## src/rtl/dmem_arbiter.sv

```systemverilog
// Arbiter sharing the single-port data RAM between the CPU data port and a
// debug/loader master: CPU priority, bounded debug starvation, registered read return.
module dmem_arbiter #(
   parameter int AW       = 32,
   parameter int DW       = 32,
   parameter int MAX_WAIT = 4
) (
   input  logic          clk,
   input  logic          reset,
   input  logic          c_req,
   input  logic          c_we,
   input  logic [AW-1:0] c_addr,
   input  logic [DW-1:0] c_wdata,
   output logic          c_gnt,
   output logic          c_rvalid,
   output logic [DW-1:0] c_rdata,
   input  logic          d_req,
   input  logic          d_we,
   input  logic [AW-1:0] d_addr,
   input  logic [DW-1:0] d_wdata,
   output logic          d_gnt,
   output logic          d_rvalid,
   output logic [DW-1:0] d_rdata,
   output logic          cpu_stall,
   output logic          mem_we,
   output logic [AW-1:0] mem_addr,
   output logic [DW-1:0] mem_wdata,
   input  logic [DW-1:0] mem_rdata,
   output logic [1:0]    o_dbg_owner,
   output logic [3:0]    o_dbg_wait_cnt
);

   // Handshake: req/we/addr/wdata are held stable by the requester until it sees
   // gnt high in the same cycle; the access is issued in that cycle, and a read
   // returns rvalid (one-cycle pulse) with rdata in the following cycle.

   typedef enum logic [1:0] {
      OWN_IDLE = 2'd0,
      OWN_CPU  = 2'd1,
      OWN_DBG  = 2'd2
   } owner_t;

   localparam logic [3:0] LP_MAX_WAIT = 4'(MAX_WAIT);

   owner_t          r_owner;
   owner_t          w_owner_nxt;
   logic [3:0]      r_wait_cnt;
   logic            r_rpend;
   logic            r_rsel;
   logic [DW-1:0]   r_rdata;

   logic            w_d_gnt;
   logic            w_c_gnt;
   logic            w_rd_issue;

   // Grants are masked while reset is low so no RAM access leaks out during reset.
   assign w_d_gnt    = reset & d_req & (~c_req | (r_wait_cnt >= LP_MAX_WAIT));
   assign w_c_gnt    = reset & c_req & ~w_d_gnt;
   assign w_rd_issue = (w_c_gnt & ~c_we) | (w_d_gnt & ~d_we);

   assign c_gnt     = w_c_gnt;
   assign d_gnt     = w_d_gnt;
   assign cpu_stall = c_req & ~w_c_gnt;

   assign mem_we    = (w_c_gnt & c_we) | (w_d_gnt & d_we);
   assign mem_addr  = w_d_gnt ? d_addr  : (w_c_gnt ? c_addr  : '0);
   assign mem_wdata = w_d_gnt ? d_wdata : (w_c_gnt ? c_wdata : '0);

   assign c_rvalid = reset & r_rpend & ~r_rsel;
   assign d_rvalid = reset & r_rpend & r_rsel;
   assign c_rdata  = r_rdata;
   assign d_rdata  = r_rdata;

   assign o_dbg_owner    = r_owner;
   assign o_dbg_wait_cnt = r_wait_cnt;

   always_ff @(posedge clk) begin
      if (!reset) begin
         r_owner <= OWN_IDLE;
      end else begin
         r_owner <= w_owner_nxt;
      end
   end

   always_comb begin
      w_owner_nxt = OWN_IDLE;
      if (w_d_gnt) begin
         w_owner_nxt = OWN_DBG;
      end else if (w_c_gnt) begin
         w_owner_nxt = OWN_CPU;
      end
   end

   // Counts consecutive cycles in which a debug request was denied.
   always_ff @(posedge clk) begin
      if (!reset) begin
         r_wait_cnt <= 4'd0;
      end else if (!d_req || w_d_gnt) begin
         r_wait_cnt <= 4'd0;
      end else if (r_wait_cnt != 4'd15) begin
         r_wait_cnt <= r_wait_cnt + 4'd1;
      end
   end

   always_ff @(posedge clk) begin
      if (!reset) begin
         r_rpend <= 1'b0;
         r_rsel  <= 1'b0;
         r_rdata <= '0;
      end else begin
         r_rpend <= w_rd_issue;
         if (w_rd_issue) begin
            r_rsel  <= w_d_gnt;
            r_rdata <= mem_rdata;
         end
      end
   end

endmodule

```

## config.mk

```make
export PLATFORM = sky130hd
export DESIGN_NAME = dmem_arbiter
export DESIGN_NICKNAME = d
export VERILOG_FILES = /design/src/rtl/dmem_arbiter.sv
export SDC_FILE = /design/constraint.sdc
export NUM_CORES = 1
export LEC_CHECK = 0
export BUFFER_PORTS_ARGS = -buffer_cell sky130_fd_sc_hd__buf_2
export CAP_MARGIN = 20
export CORE_AREA = 5 5 114 116
export DETAILED_ROUTE_END_ITERATION = 7
export DIE_AREA = 0 0 119 121
export PLACE_DENSITY_LB_ADDON = 0.12
export SLEW_MARGIN = 30
export SYNTH_ARGS = -nofsm -noshare
export SYNTH_HDL_FRONTEND = slang
export SYNTH_SLANG_ARGS = --single-unit
```

## constraint.sdc

```tcl
create_clock -name clk -period 2.1 [get_ports clk]
set_input_delay 0.42 -clock clk [delete_from_list [all_inputs] [get_ports clk]]
set_output_delay 0.42 -clock clk [all_outputs]
set_load 0.02 [all_outputs]
```

=== Yosys cells after proc, flatten, opt, wreduce, memory -nomap -nowiden ===
Index checks and enable logic that the tools add are counted.
W data, S select, Z words.

* Add/subtract/negate cells: 1
* $lt $le $gt $ge: 1
* Shift-type cells: 0
* Equal/unequal tests: 1
* Multipliers: 0
* Muxes and demuxes: 6
* Reduce and logical (&&, ||, !) cells: 4
* Divide/modulo/power cells: 0
* Bitwise operators: 22

{| class="wikitable"
|+ Operators with widths
! cell !! count
|-
| $mux W32 || 4
|-
| $and A1 B1 Y1 || 12
|-
| $not A1 Y1 || 7
|-
| $add A4 B1 Y4 const B || 1
|-
| $ge A4 B3 Y1 const B || 1
|-
| $ne A4 B4 Y1 const B || 1
|-
| $reduce_or A2 Y1 || 2
|-
| $or A1 B1 Y1 || 3
|-
| $mux W2 || 1
|-
| $logic_not A1 Y1 || 1
|-
| $logic_or A1 B1 Y1 || 1
|-
| $mux W1 || 1
|}

* Memories: 0
* Logic and storage cells: 41
* Bits in latches: 0
* Flip-flop bits (word level): 40
* Input bits: 166
* Output and inout port bits: 140
* Memory bits (writable): 0
* ROM bits: 0

=== Longest topological paths before layout ===
* Depth after elaboration: 7
* Mapped depth: 6

=== Least setup slack after synthesis ===
Ideal clock, no wire load.

* Path type: flip-flop to output port
* Start: reg r_wait_cnt[3], in the netlist o_dbg_wait_cnt[3]
* End: out mem_wdata[18]
* Required time: 1,680 ps
* Buffers on the path: 1
* Stages on the path, launching flop included: 5
* Data arrival time: 1,604 ps
* Path slack: 76 ps
* Path through: dfxtp_1 -> o21ai_1 -> and3_1 -> clkbuf_1 -> a22o_1

* Word-level cells in the longest chain between the ends: 7

{| class="wikitable"
|+ Ends and longest elaborated chain
! item !! line !! RTL
|-
| from (decl) || 47 || <nowiki>logic [3:0] r_wait_cnt;</nowiki>
|-
| from (signal assigned) || 101 || <nowiki>r_wait_cnt <= r_wait_cnt + 4'd1;</nowiki>
|-
| $ge A4 B3 Y1 || 57 || <nowiki>assign w_d_gnt = reset & d_req & (~c_req | (r_wait_cnt >= LP_MAX_WAIT));</nowiki>
|-
| $or A1 B1 Y1 || 57 ||
|-
| $and A1 B1 Y1 || 57 ||
|-
| $not A1 Y1 || 58 || <nowiki>assign w_c_gnt = reset & c_req & ~w_d_gnt;</nowiki>
|-
| $and A1 B1 Y1 || 58 ||
|-
| net c_gnt || 14 || <nowiki>output logic c_gnt,</nowiki>
|-
| $mux W32 (2 in a row) || 67 || <nowiki>assign mem_wdata = w_d_gnt ? d_wdata : (w_c_gnt ? c_wdata : '0);</nowiki>
|-
| to (decl) || 27 || <nowiki>output logic [DW-1:0] mem_wdata,</nowiki>
|}

The timed path passes the listed nets, and every way through them passes these cells.

=== Worst setup path in the final report ===
* Start: reg r_wait_cnt[3], in the netlist o_dbg_wait_cnt[3]
* End: out mem_addr[27]

* Word-level cells in the longest chain between the ends: 7

{| class="wikitable"
|+ Ends and longest elaborated chain
! item !! line !! RTL
|-
| $ge A4 B3 Y1 * || 57 ||
|-
| $or A1 B1 Y1 * || 57 ||
|-
| $and A1 B1 Y1 * || 57 ||
|-
| $not A1 Y1 || 58 ||
|-
| $and A1 B1 Y1 || 58 ||
|-
| $mux W32 || 66 || <nowiki>assign mem_addr = w_d_gnt ? d_addr : (w_c_gnt ? c_addr : '0);</nowiki>
|-
| $mux W32 * || 66 ||
|-
| to (decl) || 26 || <nowiki>output logic [AW-1:0] mem_addr,</nowiki>
|}

Mark *: on every way between the ends. The rest lies on a longest branch, timed or not.

==> impl_metrics.toml <==
[status]
outcome = "finished with violations"
violations = "setup timing"

[logic_synthesis]
synth_seq_cells = 40
syn_inst = 280
synth.avg_cell_area_um2 = 9.05
synth.most_common_cell = "a22o_1"
synthArstFlopShare_pct = 0
synth.largest_area_cell = "dfxtp_1"
synthTopCellsByCount = "64 x a22o_1, 40 x dfxtp_1, 35 x nand2_1"
synth_cell_types = 26
ys_seq_area_share_pct = 31.6
yosysWarnings = 0
ys.flop_type = "dfxtp_1"
syn_area_um2 = 2530
synth_area_leaders = "dfxtp_1 32%, a22o_1 22%, mux2i_1 13%, buf_4 9.5%, nand2_1 5.2%"
synth_top_area_share_pct = 31.6
synth-edff-count = 0
synth_nets = 447

[power_and_ir_drop]
pwr-share-comb_pct = 34.3
powerDensity_nw_per_um2 = 616
peakVddDrop_mv = 0.367
p_sw_uw = 841
p_seq_share_pct = 32.2
leakage_uw = 0.00272
swShare_pct = 31.6
internal_power_uw = 1820
pwr-share-clk_pct = 33.5

[placed_design]
dp_cells = 691
io_buffers = 305
gp_congestion = 0.800
dp_hpwl_mm = 9.56

[drt]
drt-initial-drc-count = 99
wl_per_cell_um = 16.1
wl_met1_mm = 4.31
dr_total_vias = 2983
wl_met2_mm = 5.78
via_per_inst = 4.26
firstDrtPassIters = 4
drt_wl_total_mm = 11.3
dr_wl_met3_mm = 1.05
drtAntennaViolNets = 0
drc_errors = 0
routed.top_layer = "met4"

[sta]
max_freq_mhz = 461
maxSlewViolCount = 0
hold_violations = 0
min_period_ps = 2170
fin_crit_sh_pct = 103
clock_skew_ps = 6.88
timing.final.ws_setup_ps = -66.9
grt_setup_unrepaired = "true"
setup_violations = 55

[worst_setup_path]
rrSetupSlack_ps = 490
timing.rr.end = "c_rdata[14]"
worst_setup_path_start_kind = "flip-flop"
critPathCaptureType = "output pin"
cp_max_fo = 26
cp.arrival_ps = 1750
worstPathRequired_ps = 1680
reg2reg_depth = 5
r2r_start = "o_dbg_wait_cnt[3]"
critPathKind = "reg -> out"

[min_path]
whs_endpoint = "c_rdata[0]"
hp-class = "in -> reg"
hold_start = "mem_rdata[0]"
hold_depth = 3

[final_layout]
final_util_pct = 36.6
multi_input_area_um2 = 1190
drive_gt1_share_pct = 60.4
seq_area_um2 = 802
finalNetCount = 719
antenna_cells = 0
n_fill_cell = 1251
final_cell_count_no_fill = 700
syn2layout_area_growth_pct = 70.4

[floorplan]
ioPinCount = 306
placementRows = 40
core_um2 = 11800
initial_core_util_pct = 21.5
die_h_um = 121
die_w_um = 119
dieArea_um2 = 14400

[clocking]
cts-root-buf = "clkbuf_16"
postCtsHoldBufs = 0
cts_tree = "built"
cts.sinks = 40
clock_path_buffers = 2
cts-htree-levels = 2
clk_latency_ps = 280
cts_inserted_buffers = 5
clk_pin_slew_ps = 60

[global_route]
track_usage_pct = 14.3
grt_pass1_wl_mm = 16.6
antenna_found_initial = 0
grt_overflow = 0
grt_max_degree = 36
grt_pass1_vias = 2912

[run]
cap_violations = 0
[cell families (layout without fill, tap and decap cells)]
logic type,after synthesis,in the layout,synth area share (%)
buffers and inverters,87,360,21.6
DFF,40,40,31.6
AOI/OAI and AO/OA,68,68,23.8
muxes,33,33,13.1
other,1,1,0.148
and+or+nand+nor,50,50,9.23
adders and majority gates,1,1,0.494
[worst max path at each step]
| stage | start | endpoint | slack (ps) | cells past startpoint |
|---|---|---|---|---|
| 2_1_floorplan | o_dbg_wait_cnt[3] | mem_wdata[18] | 80 | 4 |
| 3_3_place_gp | c_req | mem_wdata[17] | 70 | 6 |
| 3_5_place_dp | c_req | mem_addr[27] | 50 | 6 |
| 4_1_cts | o_dbg_wait_cnt[3] | mem_addr[27] | -70 | 5 |
| 5_1_grt | o_dbg_wait_cnt[3] | mem_addr[23] | -110 | 5 |
| 6_report | o_dbg_wait_cnt[3] | mem_addr[27] | -70 | 5 |
[routing by layer]
metal	vias up	track usage (%)
li1	1472	-
met3	8	4.94
met1	1337	16.4
met2	166	25.9
met4	0	2.53
met5	-	0
[stage by stage]
step,hold slack [ps],worst slack [ps],power (µW),TNS (ps),cell area (µm²)
floorplan,549,75.9,1430,0,2530
global placement,451,68.5,1750,0,3980
detailed placement,451,53.3,1750,0,3980
CTS,363,-73.1,2700,-2430,4280
global route,367,-109,2800,-4420,4320
finish,369,-66.9,2660,-1580,4320
[final cells by class]
cell class / count / share of cell area [%]
repair buffers: 319 / 42.6
multi-input cells: 153 / 27.5
flip-flops and latches: 40 / 18.6
well taps: 147 / 4.26
clock buffers: 6 / 3.22
inverters: 33 / 2.87
clock inverters: 2 / 0.898
[layout by cell type (no fill, tap or decap), types with 2 or more instances in the layout]
| master | netlist | final |
|---|---|---|
| a22o_1 | 64 | 64 |
| and2_1 | 2 | 2 |
| and3_1 | 4 | 3 |
| and3b_1 | 2 | 2 |
| buf_12 | 3 | 5 |
| buf_2 | 6 | 282 |
| buf_4 | 32 | 8 |
| buf_6 | 6 | 24 |
| clkbuf_16 | 0 | 5 |
| dfxtp_1 | 40 | 39 |
| inv_1 | 32 | 32 |
| mux2i_1 | 32 | 32 |
| nand2_1 | 35 | 35 |
| nor2_1 | 2 | 2 |
| nor2b_1 | 2 | 2 |
[worst max-delay path, cell delays in order, from the launching register on]
cell and delay [ps]:
dfxtp_2 320, or3b_4 390, nor2b_4 180, buf_12 170, a22o_1 240, buf_2 160
[state kept, by name, summed over array words and instances (netlist names)]
register	flops
c_rdata	32
r_rpend	1
o_dbg_owner	2
o_dbg_wait_cnt	4
r_rsel	1
[power by group through the flow]
stage / Combinational [µW] / Clock [µW] / Sequential, µW
2_1_floorplan: 493 / 0 / 937
3_3_place_gp: 881 / 0 / 871
3_5_place_dp: 881 / 0 / 873
4_1_cts: 915 / 926 / 857
5_1_grt: 976 / 953 / 867
6_report: 913 / 891 / 856
[timing repair]
action,CTS,global route
setup buffers,1,0
setup endpoints to repair,63,64
pin swaps,6,2
gates resized for setup,36,14
No activity file was read; power rests on OpenSTA's default activity.
